`src/rtl/loader_pkg.sv`:
```
// Shared types and constants for the instruction-memory byte loader.
package loader_pkg;
  localparam int LANES  = 4;
  localparam int BYTE_W = 8;
  localparam int WORD_W = 32;

  typedef enum logic [1:0] {
    IDLE = 2'd0,
    RECV = 2'd1,
    DONE = 2'd2,
    ERR  = 2'd3
  } state_t;
endpackage

```
`src/rtl/byte_lane_packer.sv`:
```
// Accumulates stream bytes into little-endian lanes of one 32-bit word, with per-lane strobes.
module byte_lane_packer
  import loader_pkg::*;
(
  input  logic                     clk,
  input  logic                     rst,
  input  logic [$clog2(LANES)-1:0] lane,
  input  logic [BYTE_W-1:0]        data,
  input  logic                     en,
  input  logic                     clr,
  output logic [WORD_W-1:0]        word,
  output logic [LANES-1:0]         strb
);

  // clr wins over en: the completing byte is merged by the parent, not stored here.
  always_ff @(posedge clk or posedge rst) begin
    if (rst) begin
      word <= '0;
      strb <= '0;
    end else if (clr) begin
      word <= '0;
      strb <= '0;
    end else if (en) begin
      word[lane*BYTE_W +: BYTE_W] <= data;
      strb[lane]                  <= 1'b1;
    end
  end

endmodule

```
`src/rtl/prog_loader.sv`:
```
// Byte-stream to 32-bit word writer for instruction memory, one byte per cycle,
// write issued one cycle after the byte that completes a word or ends the stream.
module prog_loader
  import loader_pkg::*;
#(
  parameter int unsigned SIZE      = 4 << 20,
  parameter logic [31:0] BASE_ADDR = 32'h0
) (
  input  logic        clk,
  input  logic        rst,
  input  logic        start,
  input  logic        byte_valid,
  input  logic [7:0]  byte_data,
  input  logic        byte_last,
  output logic        byte_ready,
  output logic        mem_we,
  output logic [31:0] mem_waddr,
  output logic [31:0] mem_wdata,
  output logic [3:0]  mem_wstrb,
  output logic        busy,
  output logic        done,
  output logic        err,
  output logic [31:0] byte_count,
  output state_t      dbg_state
);

  // Handshake: a byte transfers on a rising edge where byte_valid && byte_ready;
  // byte_data/byte_last are sampled only then, and byte_ready never waits on byte_valid.

  state_t              state, state_nxt;
  logic [1:0]          lane;
  logic                accept, emit, launch, overflow;
  logic [WORD_W-1:0]   pk_word, merged_word;
  logic [LANES-1:0]    pk_strb, merged_strb;

  assign lane       = byte_count[1:0];
  assign busy       = (state == RECV);
  assign byte_ready = (state == RECV) && (byte_count < SIZE);
  assign accept     = byte_valid && byte_ready;
  assign emit       = accept && ((lane == 2'd3) || byte_last);
  assign launch     = start && (state != RECV);
  assign overflow   = (state == RECV) && byte_valid && !byte_ready;
  assign dbg_state  = state;

  byte_lane_packer u_packer (
    .clk  (clk),
    .rst  (rst),
    .lane (lane),
    .data (byte_data),
    .en   (accept),
    .clr  (launch || emit),
    .word (pk_word),
    .strb (pk_strb)
  );

  // The completing byte goes straight into the outgoing word so the buffer can clear on the same edge.
  always_comb begin
    merged_word = pk_word;
    merged_strb = pk_strb;
    merged_word[lane*BYTE_W +: BYTE_W] = byte_data;
    merged_strb[lane] = 1'b1;
  end

  always_ff @(posedge clk or posedge rst) begin
    if (rst) state <= IDLE;
    else     state <= state_nxt;
  end

  always_comb begin
    state_nxt = state;
    case (state)
      IDLE, DONE, ERR: if (start) state_nxt = RECV;
      RECV: begin
        if (accept && byte_last) state_nxt = DONE;
        else if (overflow)       state_nxt = ERR;
      end
      default: state_nxt = IDLE;
    endcase
  end

  always_ff @(posedge clk or posedge rst) begin
    if (rst) begin
      mem_we     <= 1'b0;
      mem_waddr  <= '0;
      mem_wdata  <= '0;
      mem_wstrb  <= '0;
      done       <= 1'b0;
      err        <= 1'b0;
      byte_count <= '0;
    end else begin
      mem_we <= emit;
      if (emit) begin
        mem_waddr <= BASE_ADDR + {byte_count[31:2], 2'b00};
        mem_wdata <= merged_word;
        mem_wstrb <= merged_strb;
      end
      if (launch) begin
        byte_count <= '0;
        done       <= 1'b0;
        err        <= 1'b0;
      end else begin
        if (accept)             byte_count <= byte_count + 32'd1;
        if (accept && byte_last) done      <= 1'b1;
        if (overflow)           err        <= 1'b1;
      end
    end
  end

endmodule
```
`config.mk`:
```
export PLATFORM = sky130hd
export DESIGN_NAME = prog_loader
export DESIGN_NICKNAME = d
export VERILOG_FILES = /design/src/rtl/loader_pkg.sv /design/src/rtl/byte_lane_packer.sv /design/src/rtl/prog_loader.sv
export SDC_FILE = /design/constraint.sdc
export NUM_CORES = 1
export LEC_CHECK = 0
export BUFFER_PORTS_ARGS = -buffer_cell sky130_fd_sc_hd__buf_2
export CAP_MARGIN = 20
export CORE_ASPECT_RATIO = 1.5
export CORE_UTILIZATION = 55
export CTS_CLUSTER_SIZE = 10
export DETAILED_ROUTE_END_ITERATION = 10
export GPL_TIMING_DRIVEN = 1
export PLACE_DENSITY = 0.83
export SYNTH_ARGS = -nofsm -noshare
export SYNTH_HDL_FRONTEND = slang
export SYNTH_SLANG_ARGS = --single-unit
```
`constraint.sdc`:
```
create_clock -name clk -period 10.6 [get_ports clk]
set_input_delay 1.59 -clock clk [delete_from_list [all_inputs] [get_ports clk]]
set_output_delay 1.59 -clock clk [all_outputs]
set_load 0.1 [all_outputs]
```
# Word-level counts from Yosys, hierarchy flattened
# Cells that the tools add are included.
dict set report word_totals {
  regBits 139
  in_bits 13
  out_inout_bits 107
  word_cells 60
}
dict set report op_classes {
  add_sub_neg 2
  magnitude_cmp 3
  eq_ne 7
  shifts 2
  mux 17
  bitwise 1
  n_reduce_logical 18
}
# op count
set ops {}
lappend ops {{2-to-1 mux 32 bit} 4}
lappend ops {{negation 5 -> 34 bit} 1}
lappend ops {{variable shift 8 x 34 -> 32 bit, first input constant} 1}
lappend ops {{variable part select 8 x 34 -> 32 bit} 1}
lappend ops {{adder 32 x 1 -> 32 bit, second input constant} 1}
lappend ops {{bitwise mux 32 bit} 1}
lappend ops {{less-than comparator 32 x 23 -> 1 bit, second input constant} 1}
lappend ops {{logical AND 1 bit} 8}
lappend ops {{2-to-1 mux 4 bit} 2}
lappend ops {{nonzero test 2 bit} 4}
lappend ops {{== test 2 bit, second input constant} 3}
lappend ops {{2-to-1 mux 2 bit} 3}
lappend ops {{2-to-1 mux 1 bit} 5}
lappend ops {{bitwise OR 4 bit} 1}
lappend ops {{one-hot mux 2 bit (2 select lines)} 1}
lappend ops {{less-than comparator 2 x 3 -> 1 bit, second input constant} 1}
lappend ops {{!= test 3 x 1 -> 1 bit, second input constant} 1}
lappend ops {{OR reduction 3 bit} 1}
lappend ops {{demux 1 bit (select 2 bit)} 1}
lappend ops {{== test 2 x 1 -> 1 bit, second input constant} 1}
lappend ops {{>= comparator 2 x 1 -> 1 bit, second input constant} 1}
lappend ops {{logical NOT 2 bit} 1}
lappend ops {{logical OR 1 bit} 2}
lappend ops {{!= test 2 x 1 -> 1 bit, second input constant} 1}
lappend ops {{3 further kinds} 3}

# Logic depth before layout (Yosys ltp)
# Gate-level depths: netlist of run 1.
dict set report depth {
  depth_word 7
  depth_mapped 8
  ltp_nobuf 6
}

# Modules after synthesis
# Synthesis of run 1 repeated with hierarchy kept, for this count alone.
dict set report hier_totals {
  hier_cells 572
  area_unflattened_um2 6124.6
}
# mod instances cells_per_inst area_each_um2
set by_module_without_submodules {}
lappend by_module_without_submodules {prog_loader 1 450 4486.8}
lappend by_module_without_submodules {byte_lane_packer 1 122 1637.8}

# Least setup slack after synthesis of run 1
# No wires, ideal clock.
dict set report synth_timing {
  path_type {register to output}
  startpoint {register byte_count[23]}
  endpoint {output byte_ready}
  arrival_ns 3.406
  required_time_ns 9.010
  path_slack_ns 5.604
  stages_incl_launch_ff 4
  n_path_buf 0
  cell_sequence {dfrtp_1 nor4_4 nand2_1 nor3_1}
}
dict set report synth_via {
  elab_chain_len 2
}
# item line
set synth_rtl {}
lappend synth_rtl {{start, declared} prog_loader.sv:23} ;# output logic [31:0] byte_count,
lappend synth_rtl {{start signal, assigned} prog_loader.sv:102} ;# if (accept) byte_count <= byte_count + 32'd1;
lappend synth_rtl {{less-than comparator 32 x 23 -> 1 bit} prog_loader.sv:38} ;# assign byte_ready = (state == RECV) && (byte_count < SIZE);
lappend synth_rtl {{logical AND 1 bit} prog_loader.sv:38}
lappend synth_rtl {{end, declared} prog_loader.sv:15} ;# output logic byte_ready,
# Every way passes these cells.

# Worst setup path in the final report of run 1
# Ends and elaborated chain as after synthesis.

==> metrics.md, run 1 <==
| Metric | Value |
|---|---|
| Final hold vios | 0 |
| CP Max Fanout | 3 |
| Cts bufs inserted | 17 |
| Yosys reg bits | about 140 |
| Core area | around 10000 um2 |
| CP Capture Type | output pin |
| Clock skew | 0.008241 ns |
| RR Startpoint | byte_count[0]$_DFFE_PP0P_ |
| ANT cells | 0 |
| Tmin final | about 3.6 ns |
| Detailed Routing Iterations Pass 1 | 5 |
| Cts hold-fix bufs | 0 |
| Via/cell ratio | about 5.7 |
| Mean Syn Cell Area | 10.61 um2 |
| Post-route ant nets | 0 |
| P_leak | roughly 3.7 nW |
| Reg2reg path depth | 6 |
| Wire per inst | roughly 17 um |
| FF+latch area | 3478 um2 |
| Gp weighted congestion | about 0.82 |
| Met3 WL | 741 um |
| Num rows | between 40 and 50 |
| Area of the die | about 11000 um2 |
| Clk pin slew, worst setup/hold paths | 0.06 ns |
| Wirelength, routed | 13450 um |
| Detailed-route via count | 4560 |
| Final period util | 33.88% |
| I/O pin cnt | 120 |
| Tot Pwr | roughly 2.1 mW |
| Max-cap violation count | 0 |
| Yosys warns | 0 |
| Clk Latency, worst-skew pair | 0.42 ns |
| CTS sink count | approximately 140 |
| Number of port buffers | about 120 |
| Cell internal pwr | approximately 1.1 mW |
| Layout cell share with drive strength beyond 1 | between 20% and 30% |
| Fill count | 750 |
| FF-to-FF setup slack | approximately 7.7 ns |
| Fin nets | 674 |
| Pin count of the biggest net entering global routing | between 80 and 90 |
| Worst Path Required | about 9 ns |
| Initial DRC count | about 350 |
| Slew @ Worst Pin | about 1.1 ns |
| Peak supply drop | about 0.21 mV |
| CTS tree | yes |
| DRC | 0 |
| Status | finished clean |
| Layout area overhead | 21.87% |
| Met2 WL | about 7100 um |
| Unrepaired setup endpoints after global routing | no |
| EDFF count, synth | 0 |
| Achievable clock frequency | 278.4 MHz |
| Post-Syn Area | between 5000 and 6000 um2 |
| Crit Path Class | reg -> out |
| Hold Path Class | reg -> reg |
| Highest Signal Layer | met4 |
| GRT overflow | 0 |
| Post-CTS Setup Bufs | 0 |
| Slew Viols, Final | 0 |
| Area occupied by multi-input gates | 2165 um2 |
| Critical Path Sink | byte_ready |
| CP Launch Point | byte_count[23]$_DFFE_PP0P_ |
| Rel. slew slack | between 20% and 30% |
| Initial core utilization | about 57% |
| Gate Count Post-Synth | between 500 and 600 |
| Die Y | approximately 130 um |
| CTS max path bufs | 2 |
| Switching share of power | between 40% and 50% |
| Root buffer cell | clkbuf_16 |
| Htree depth | 4 |
| WL met1 | approximately 5300 um |
| RR Endpoint | u_packer.word[20]$_DFFE_PP0P_ |
| Initial antenna violation count | 0 |
| Logic pwr share | between 40% and 50% |
| First-pass GRT wire length | 21850 um |
| Clock network power share | 27.9% |
| Psw | 0.9956 mW |
| Crit path arrival time | 2.00 ns |
| Chip width | approximately 86 um |
| Aggregate global-route resource usage | around 26% |
| Synth async-reset ratio | 100.0% |
| Final sum of negative setup slack | 0 ns |
| Cts repair resizes | 0 |
| Vias in the first global route | between 4000 and 5000 |
| Prevailing post-synth register cell | dfrtp_1 |
| Register area share after synthesis | between 50 and 60% |
| Share of power burned in registers | 31.6% |
| Placed wire-length estimate | between 8000 and 9000 um |
| Setup violators final | 0 |
| Pwr Density | 295.2 nW/um2 |
| Worst Setup Start Kind | flip-flop |
| Distinct cells, synth | 42 |
==> flip-flops by register name, indices dropped and copies added (netlist names) <==
signal	flops
mem_waddr	30
done	1
byte_count	32
mem_wstrb	4
u_packer.word	32
mem_we	1
err	1
dbg_state	2
mem_wdata	32
u_packer.strb	4
==> final cells by class <==
class	instances	area share, %
well taps	141	2.485
repair buffers	121	8.955
flip-flops and latches	139	49.00
clock buffers	21	6.769
inverters	11	0.6522
multi-input cells	363	30.50
clock inverters	11	1.639
==> worst min path at each step <==
stage / start / endpoint / slack (ns) / depth (start not counted)
floorplan: u_packer.strb[3]$_DFFE_PP0P_ / u_packer.strb[3]$_DFFE_PP0P_ / 0.45 / 1
global placement: mem_waddr[6]$_DFFE_PP0P_ / mem_waddr[6]$_DFFE_PP0P_ / 0.46 / 2
detailed placement: mem_waddr[4]$_DFFE_PP0P_ / mem_waddr[4]$_DFFE_PP0P_ / 0.46 / 2
CTS: mem_waddr[14]$_DFFE_PP0P_ / mem_waddr[14]$_DFFE_PP0P_ / 0.48 / 2
global route: mem_waddr[25]$_DFFE_PP0P_ / mem_waddr[25]$_DFFE_PP0P_ / 0.50 / 1
finish: mem_waddr[12]$_DFFE_PP0P_ / mem_waddr[12]$_DFFE_PP0P_ / 0.47 / 2
==> metal layers <==
| metal | GRT usage (%) | vias up |
|---|---|---|
| met4 | 10.10 | 0 |
| li1 | - | 2115 |
| met3 | 6.825 | 23 |
| met2 | 43.09 | 162 |
| met1 | 32.52 | 2260 |
| met5 | 0 | - |
==> through the flow <==
step	std cells	instance area (um2)	worst slack, ns	util, %	hold WS, ns
floorplan	550	5828	5.285	-	0.4543
global placement	774	6474	6.844	63.52	0.4575
detailed placement	774	6474	6.718	63.52	0.4647
CTS	806	7071	6.969	69.38	0.4804
global route	807	7098	6.899	69.65	0.5008
finish	807	7098	7.009	69.65	0.4731
==> Yosys cell counts (all sizes together) (8+ instances only) <==
library cell  count  share of area [%]
and2             22                2.4
nor4              8                1.5
xor2              8                1.2
nand2            79                5.1
a221oi           32                4.8
ha                8                1.7
dfrtp           139                 60
nand3            10               0.86
nand4             8               0.97
nor2             92                5.9
nor3             10               0.95
inv               9               0.58
buf              22                1.7
o21ai             9                1.0
a22o             35                5.3
clkbuf           15               0.99
==> cells by family (layout without fill, tap and decap cells) <==
logic type,Yosys count,after routing,synth area share [%]
simple gates,248,248,20.09
flops,139,139,59.72
compound gates,88,88,12.44
buf+inv,48,164,3.373
xor+xnor,15,15,2.256
fa+ha+maj,8,8,1.719
mux,2,2,0.3437
other cells,1,2,0.06439
==> power groups by stage <==
stage / Sequential (mW) / Clock (mW) / Combinational, mW
global route: 0.671 / 0.616 / 0.884
CTS: 0.662 / 0.589 / 0.850
global placement: 0.666 / 0 / 0.836
floorplan: 1.18 / 0 / 0.195
detailed placement: 0.671 / 0 / 0.847
finish: 0.661 / 0.586 / 0.849
==> layout by cell type (no fill, tap or decap), drive strengths merged <==
cell      synthesis  layout
o21ai             9       9
dfrtp           139     139
o211ai            1       1
clkbuf           15      21
nand4             8       8
conb              1       2
nor3             10      10
a21oi             6       6
o31ai             3       3
nor4              8       8
and3              6       6
nand2b            2       2
ha                8       8
buf              22     121
or2               2       2
a22o             35      35
bufinv            0       2
mux2i             2       2
o311ai            1       1
xor2              8       8
xnor2             7       7
nor4b             1       1
o22a              1       1
nor2             92      92
or3               4       4
inv               9      10
and4              3       3
and3b             1       1
clkinv            2       7
and2             22      22
a221oi           32      32
nand3            10      10
clkinvlp          0       3
nand2            79      79
==> critical path: stages, from the launching register on <==
cell and delay (ns):
dfrtp_1 0.41, nor4_4 0.36, nand2_1 0.11, nor3_1 0.24, buf_2 0.47
No activity file was read; power rests on OpenSTA's default activity.
==> run 2: changes to the inputs <==
- ABC_AREA: unset -> 1
- PLACE_DENSITY: 0.83 -> 0.82
- clock period: 10.6 -> 3.8 ns (I/O delays scaled with it)
==> run 2 against run 1 <==
  * Via count grew 17%
  * Global-route usage grew 0.54 points
  * Area after synthesis grew 9.9%
  * Power grew 140%
  * Clock power grew to 2.6 times the previous value
  * Clock-buffer cell count shrank 1
==> metrics.md, run 2 <==
| Metric | Value |
|---|---|
| Status | finished clean |
| ANT cells | 0 |
| FF-to-FF setup slack | 1.15 ns |
| Mean Syn Cell Area | roughly 9.1 um2 |
| Dominant cell type by area after synthesis | dfrtp_1 |
| Rel. slew slack | 43.51% |
| Unrepaired setup endpoints after global routing | no |
| Cts repair resizes | 0 |
| Yosys reg bits | around 140 |
| Post-route ant nets | 0 |
| Final hold vios | 0 |
| Hold Path Class | in -> async |
| Initial DRC count | approximately 430 |
| Top-area cell type share of the netlist area | ~54% |
| Final period util | 69.78% |
| Synth async-reset ratio | 100.0% |
| WL met1 | 5992 um |
| EDFF count, synth | 0 |
| Slew @ Worst Pin | 0.8404 ns |
| DRC | 0 |
| Tmin final | roughly 2.7 ns |
| Share of power burned in registers | between 30% and 40% |
| Wirelength, routed | roughly 15000 um |
| Chip width | approximately 90 um |
| Root buffer cell | clkbuf_16 |
| Cts bufs inserted | 17 |
| Aggregate global-route resource usage | around a quarter |
| Clock network power share | roughly 30% |
| Achievable clock frequency | between 300 and 400 MHz |
| CP Capture Type | flip-flop |
| Post-Syn Area | 6402 um2 |
| Post-Synth Simple-Gate Area | between 20% and 30% |
| Final sum of negative setup slack | 0 ns |
| Gp weighted congestion | ~0.9 |
| WHS | about 0.27 ns |
| GRT overflow | 0 |
| Distinct cells, synth | 37 |
| Largest family of logic cells by synthesized area | simple AND/OR/NAND/NOR gates |
| CP max stage delay | 0.72 ns |
| Initial antenna violation count | 0 |
| Via/cell ratio | about 5.5 |
| Wire per inst | about 16 um |
| Regs by FF count | byte_count: 32 flops, mem_wdata: 32 flops, u_packer.word: 32 flops |
| Top Family by Delay on Critical Path | simple AND/OR/NAND/NOR gates |
| Register area share after synthesis | 54.33% |
| Most repeated cell in the gate-level netlist after synthesis | nand2_1 |
| Slew Viols, Final | 0 |
| Buf/Inv on CP | 2 |
| Logic pwr share | 36.4% |
| Setup violators final | 0 |
| Adder-cell share of the synthesized area | under 10% |
| Pwr Density | 672.5 nW/um2 |
| I/O pin cnt | 120 |
| Met3 WL | around 970 um |
| Compound-Gate Fraction of Synth Area | approximately 15% |
| Mux share of post-synthesis cell area | 0% |
| CTS tree | yes |
| Clk pin slew, worst setup/hold paths | roughly 0.06 ns |
| Gate Count Post-Synth | between 700 and 800 |
| Die Y | approximately 130 um |
| Detailed-route via count | around 5300 |
| Highest Signal Layer | met4 |
| Placed wire-length estimate | ~11000 um |
| Peak supply drop | ~0.73 mV |
| Pin count of the biggest net entering global routing | 96 |
| Yosys warns | 0 |
| Initial core utilization | 57.30% |
| Core area | approximately 11000 um2 |
| Htree depth | 4 |
| CTS sink count | roughly 140 |
| Fin nets | between 800 and 900 |
| Ranking of synthesized cells by area | dfrtp_1 (54%), nand2_1 (10%), o21ai_0 (4.4%), o21ai_2 (4.4%), nor2_1 (4.3%) |
| Layout cell share with drive strength beyond 1 | 25.58% |
| Cts hold-fix bufs | 0 |
| Num rows | 47 |
| Crit path arrival time | approximately 3 ns |
| Area of the die | between 10000 and 15000 um2 |
| XOR/XNOR share of the synthesized area | less than 1% |
| CP Max Fanout | 17 |
| P_leak | between 3 and 4 nW |
| Layout area overhead | 18.45% |
| Worst Setup Start Kind | flip-flop |
| Critical-path cell list | inv_1 > ha_1 > clkinv_1 > nor4_2 > a22oi_1 > o21ai_0 |
| Cell internal pwr | approximately 2.8 mW |
| Psw | 2.287 mW |
| Vias in the first global route | roughly 5200 |
| Number of port buffers | 117 |
| Switching share of power | 44.84% |
| Slowest CP cell | nor4_2 |
| Max-cap violation count | 0 |
| Post-synth top cells | nand2_1 (177), dfrtp_1 (139), nor2_1 (73) |
| Detailed Routing Iterations Pass 1 | 5 |
| Post-CTS Setup Bufs | 0 |
| Leading cell type in the layout, fill and taps excluded | nand2_1 |
| First-pass GRT wire length | ~25000 um |
| Worst Path Required | 4.14 ns |
| Met2 WL | 7882 um |
| Clock skew | ~0.0079 ns |
| CTS max path bufs | 2 |
| Crit Path Class | reg -> reg |
| Prevailing post-synth register cell | dfrtp_1 |
| Clk Latency, worst-skew pair | roughly 0.42 ns |
| Most frequent cells in the layout | nand2_1 (177), dfrtp_1 (139), buf_2 (117) |
## run 2: cell count changes after synthesis, sizes merged, moves of 24 or more
| cell | delta |
|---|---|
| inv | +57 |
| nand2 | +103 |
| a22o | -35 |
| a221oi | -32 |
| a22oi | +24 |
| o21ai | +81 |
## run 2: worst min-delay path: stages
cell,delay (ns)
buf_2,0.11
clkinvlp_4,0.08
buf_12,0.37
## run 2: path summary, 6_finish.rpt
check / start / end / depth (start not counted)
worst max-delay path: byte_count[0]$_DFFE_PP0P_ / mem_wdata[5]$_DFFE_PP0P_ / 6
worst min-delay path: rst / byte_count[27]$_DFFE_PP0P_ / 3
worst max register to register: byte_count[0]$_DFFE_PP0P_ / mem_wdata[5]$_DFFE_PP0P_ / 6
worst min register to register: mem_waddr[12]$_DFFE_PP0P_ / mem_waddr[12]$_DFFE_PP0P_ / 2
max in group asynchronous: rst / byte_count[6]$_DFFE_PP0P_ / 3
min in group clk: start / dbg_state[1]$_DFFE_PP0P_ / 2
## run 2: routing by layer
layer	track usage [%]	vias up
li1	-	2512
met1	31.81	2551
met2	44.74	240
met3	6.519	38
met4	13.08	0
met5	0	-
## run 2: final cells by class
class	instances	area (um2)
fillers	895	3590
multi-input cells	464	2467
well taps	147	183.9
clock buffers	20	456.7
inverters	69	264.0
repair buffers	122	635.6
clock inverters	11	97.59
flip-flops and latches	139	3478
## run 2: cell families (layout without fill, tap and decap cells)
group / Yosys count / in the layout
XOR/XNOR: 6 / 6
adder cells (fa/ha/maj): 8 / 8
AO/OA/AOI/OAI: 141 / 141
buffers and inverters: 100 / 222
other: 1 / 2
AND/OR/NAND/NOR: 307 / 307
flip-flops: 139 / 139
## run 2: per-stage QoR
step | setup WS, ns | utilization, % | std cells | power, mW | instance area [um2]
after floorplan | 0.9305 | - | 703 | 3.290 | 6410
after global placement | 1.408 | 62.91 | 941 | 3.546 | 7029
after detailed placement | 1.213 | 62.91 | 941 | 3.589 | 7029
after CTS | 1.207 | 67.87 | 972 | 5.120 | 7584
after global routing | 0.9360 | 67.87 | 972 | 5.296 | 7584
final | 1.148 | 67.87 | 972 | 5.100 | 7584
## run 2: power groups by stage
stage | clock network, mW | registers [mW] | logic, mW
after global routing | 1.61 | 1.73 | 1.96
final | 1.53 | 1.71 | 1.86
after floorplan | 0 | 2.47 | 0.818
after detailed placement | 0 | 1.73 | 1.85
after CTS | 1.55 | 1.71 | 1.86
after global placement | 0 | 1.73 | 1.82
==> run 3: changes to the inputs <==
- CORE_UTILIZATION: 55 -> 50
- PLACE_DENSITY: 0.82 -> 0.79
- clock period: 3.8 -> 2.15 ns (I/O delays scaled with it)
==> run 3 against run 2 <==
  * Clock power increased by 92%
  * Via count rose by 1.2%
  * Cell count up 2.6%
  * Die area grew 9.8%
  * Largest power group unchanged
  * Critical path depth did not move
  * Power increased by 88%
  * First-iteration DRC count down 31%
  * Utilization down 4.6 points
  * Largest cell class unchanged
  * Global-route usage is 0.90 points lower
  * Cell area rose by 4.4%
  * Routed wire length is 2.9% higher
  * Worst setup slack got worse by 1.0 ns
==> metrics.md, run 3 (synthesized netlist as in run 2, its figures left out) <==
| Metric | Value |
|---|---|
| Num rows | 50 |
| Hold Path Class | in -> reg |
| Peak supply drop | 0.8071 mV |
| Aggregate global-route resource usage | between 20 and 30% |
| CP Capture Type | output pin |
| Leading cell type in the layout, fill and taps excluded | nand2_1 |
| Setup violators final | 0 |
| Worst Path Required | around 1.8 ns |
| Core area | between 10000 and 15000 um2 |
| Fill count | 1062 |
| Regs by FF count | byte_count: 32 flops, mem_wdata: 32 flops, u_packer.word: 32 flops |
| FF+latch area | approximately 3500 um2 |
| Detailed-route via count | 5404 |
| Layout cell share with drive strength beyond 1 | between 20 and 30% |
| Crit Path Class | reg -> out |
| P_leak | ~3.9 nW |
| Post-CTS Setup Bufs | 0 |
| Layout area overhead | 23.67% |
| Initial core utilization | between 50 and 60% |
| Initial antenna violation count | 0 |
| Slew Viols, Final | 0 |
| Final sum of negative setup slack | 0 ns |
| Max-cap violation count | 0 |
| Chip width | roughly 94 um |
| Pre-CTS WS | between 0.15 and 0.2 ns |
| Final Core Density | a little over three fifths |
| Clk pin slew, worst setup/hold paths | roughly 0.050 ns |
| ANT cells | 0 |
| GRT overflow | 0 |
| Wire per inst | about 16 um |
| Detailed Routing Iterations Pass 1 | 6 |
| Pin count of the biggest net entering global routing | between 60 and 70 |
| Area occupied by multi-input gates | 2547 um2 |
| Pwr Density | ~1200 nW/um2 |
| CTS sink count | 139 |
| DRC | 0 |
| Area of the die | 13270 um2 |
| Cts bufs inserted | 17 |
| CTS tree | yes |
| Vias in the first global route | between 5000 and 6000 |
| WHS Path Cells | 2 |
| Fin nets | 850 |
| Clk Latency, worst-skew pair | roughly 0.42 ns |
| CTS max path bufs | 2 |
| Crit path arrival time | between 1.5 and 2 ns |
| Htree depth | 4 |
| Initial DRC count | between 200 and 300 |
| Rel. slew slack | a little under three fifths |
| First-pass GRT wire length | approximately 26000 um |
| CP Max Fanout | 4 |
| Most frequent cells in the layout | nand2_1 (177), dfrtp_1 (135), buf_2 (116) |
| Unrepaired setup endpoints after global routing | no |
| Post-route ant nets | 0 |
| Final worst setup slack | roughly 0.11 ns |
| Clock skew | about 0.0085 ns |
| Placed wire-length estimate | ~11000 um |
| Achievable clock frequency | roughly 490 MHz |
| Wirelength, routed | around 16000 um |
| Worst Setup Start Kind | flip-flop |
| Status | finished clean |
| I/O pin cnt | 120 |
| Slew @ Worst Pin | around 0.67 ns |
| Die Y | 140.6 um |
| Tmin final | 2.038 ns |
| Root buffer cell | clkbuf_16 |
| Number of port buffers | 117 |
| Final hold vios | 0 |
| Via/cell ratio | approximately 5.4 |
| Final period util | between 90% and 100% |
| Gp weighted congestion | ~0.92 |
| Reg2reg path depth | 8 |
==> run 3: cell types whose count changed in the layout (fill, tap and decap cells not counted), sizes merged <==
cell | previous run | this run
dlygate4sd3 | 0 | 1
bufinv | 1 | 3
buf | 122 | 137
clkinv | 9 | 6
inv | 65 | 64
clkinvlp | 5 | 7
==> run 3: power by group <==
group / leakage, nW / switching, mW / internal (mW)
registers: 1.92 / 0.153 / 2.86
clock network: 0.274 / 1.10 / 1.84
logic: 1.69 / 2.95 / 0.690
==> run 3: through the flow <==
| stage | hold WS (ns) | total power [mW] | instances | area (um2) |
|---|---|---|---|---|
| 2_1_floorplan | 0.4299 | 5.951 | 703 | 6524 |
| 3_3_place_gp | 0.3583 | 6.633 | 965 | 7308 |
| 3_5_place_dp | 0.3631 | 6.660 | 965 | 7308 |
| 4_1_cts | 0.1075 | 9.625 | 997 | 7914 |
| 5_1_grt | 0.1045 | 9.978 | 997 | 7918 |
| 6_report | 0.1217 | 9.591 | 997 | 7918 |
==> run 3: final timing paths <==
| check | slack [ns] | to | start |
|---|---|---|---|
| min in group asynchronous | 0.46 | mem_waddr[30]$_DFFE_PP0P_ | rst |
| worst max-delay path | 0.11 | byte_ready | dbg_state[1]$_DFFE_PP0P_ |
| worst max register to register | 0.19 | u_packer.word[12]$_DFFE_PP0P_ | byte_count[1]$_DFFE_PP0P_ |
| max in group asynchronous | 0.99 | byte_count[0]$_DFFE_PP0P_ | rst |
| worst min-delay path | 0.12 | dbg_state[1]$_DFFE_PP0P_ | start |
| worst min register to register | 0.47 | mem_waddr[13]$_DFFE_PP0P_ | mem_waddr[13]$_DFFE_PP0P_ |
==> run 3: worst max-delay path: stages, from the launching register on <==
cell and delay, ns:
dfrtp_2 0.39, inv_1 0.10, nand2_2 0.13, nor3_4 0.25, nand2_1 0.12, clkinvlp_4 0.09
buf_6 0.22
==> run 3: cell type report <==
cell class / count / share of cell area [%]
Multi-Input combinational cell: 464 / 32.17
Timing Repair Buffer: 138 / 10.45
Clock buffer: 20 / 5.642
Tap cell: 156 / 2.465
Inverter: 69 / 3.429
Sequential cell: 139 / 43.99
Clock inverter: 11 / 1.849
==> run 3: routing by layer <==
metal  GRT usage, %  share of wire, %  up-vias
met3          5.825               6.3       54
met5              0                 0        -
li1               -                 -     2560
met4          13.36               4.1        0
met1          30.87                40     2563
met2          42.30                50      227
==> run 3: repair_timing <==
action                                 4_1_cts  5_1_grt
gates resized for setup                      1        1
pin swaps                                    0        0
setup endpoints to repair                    1        1
hold buffers                                 1        0
endpoints found under the hold margin       17        0
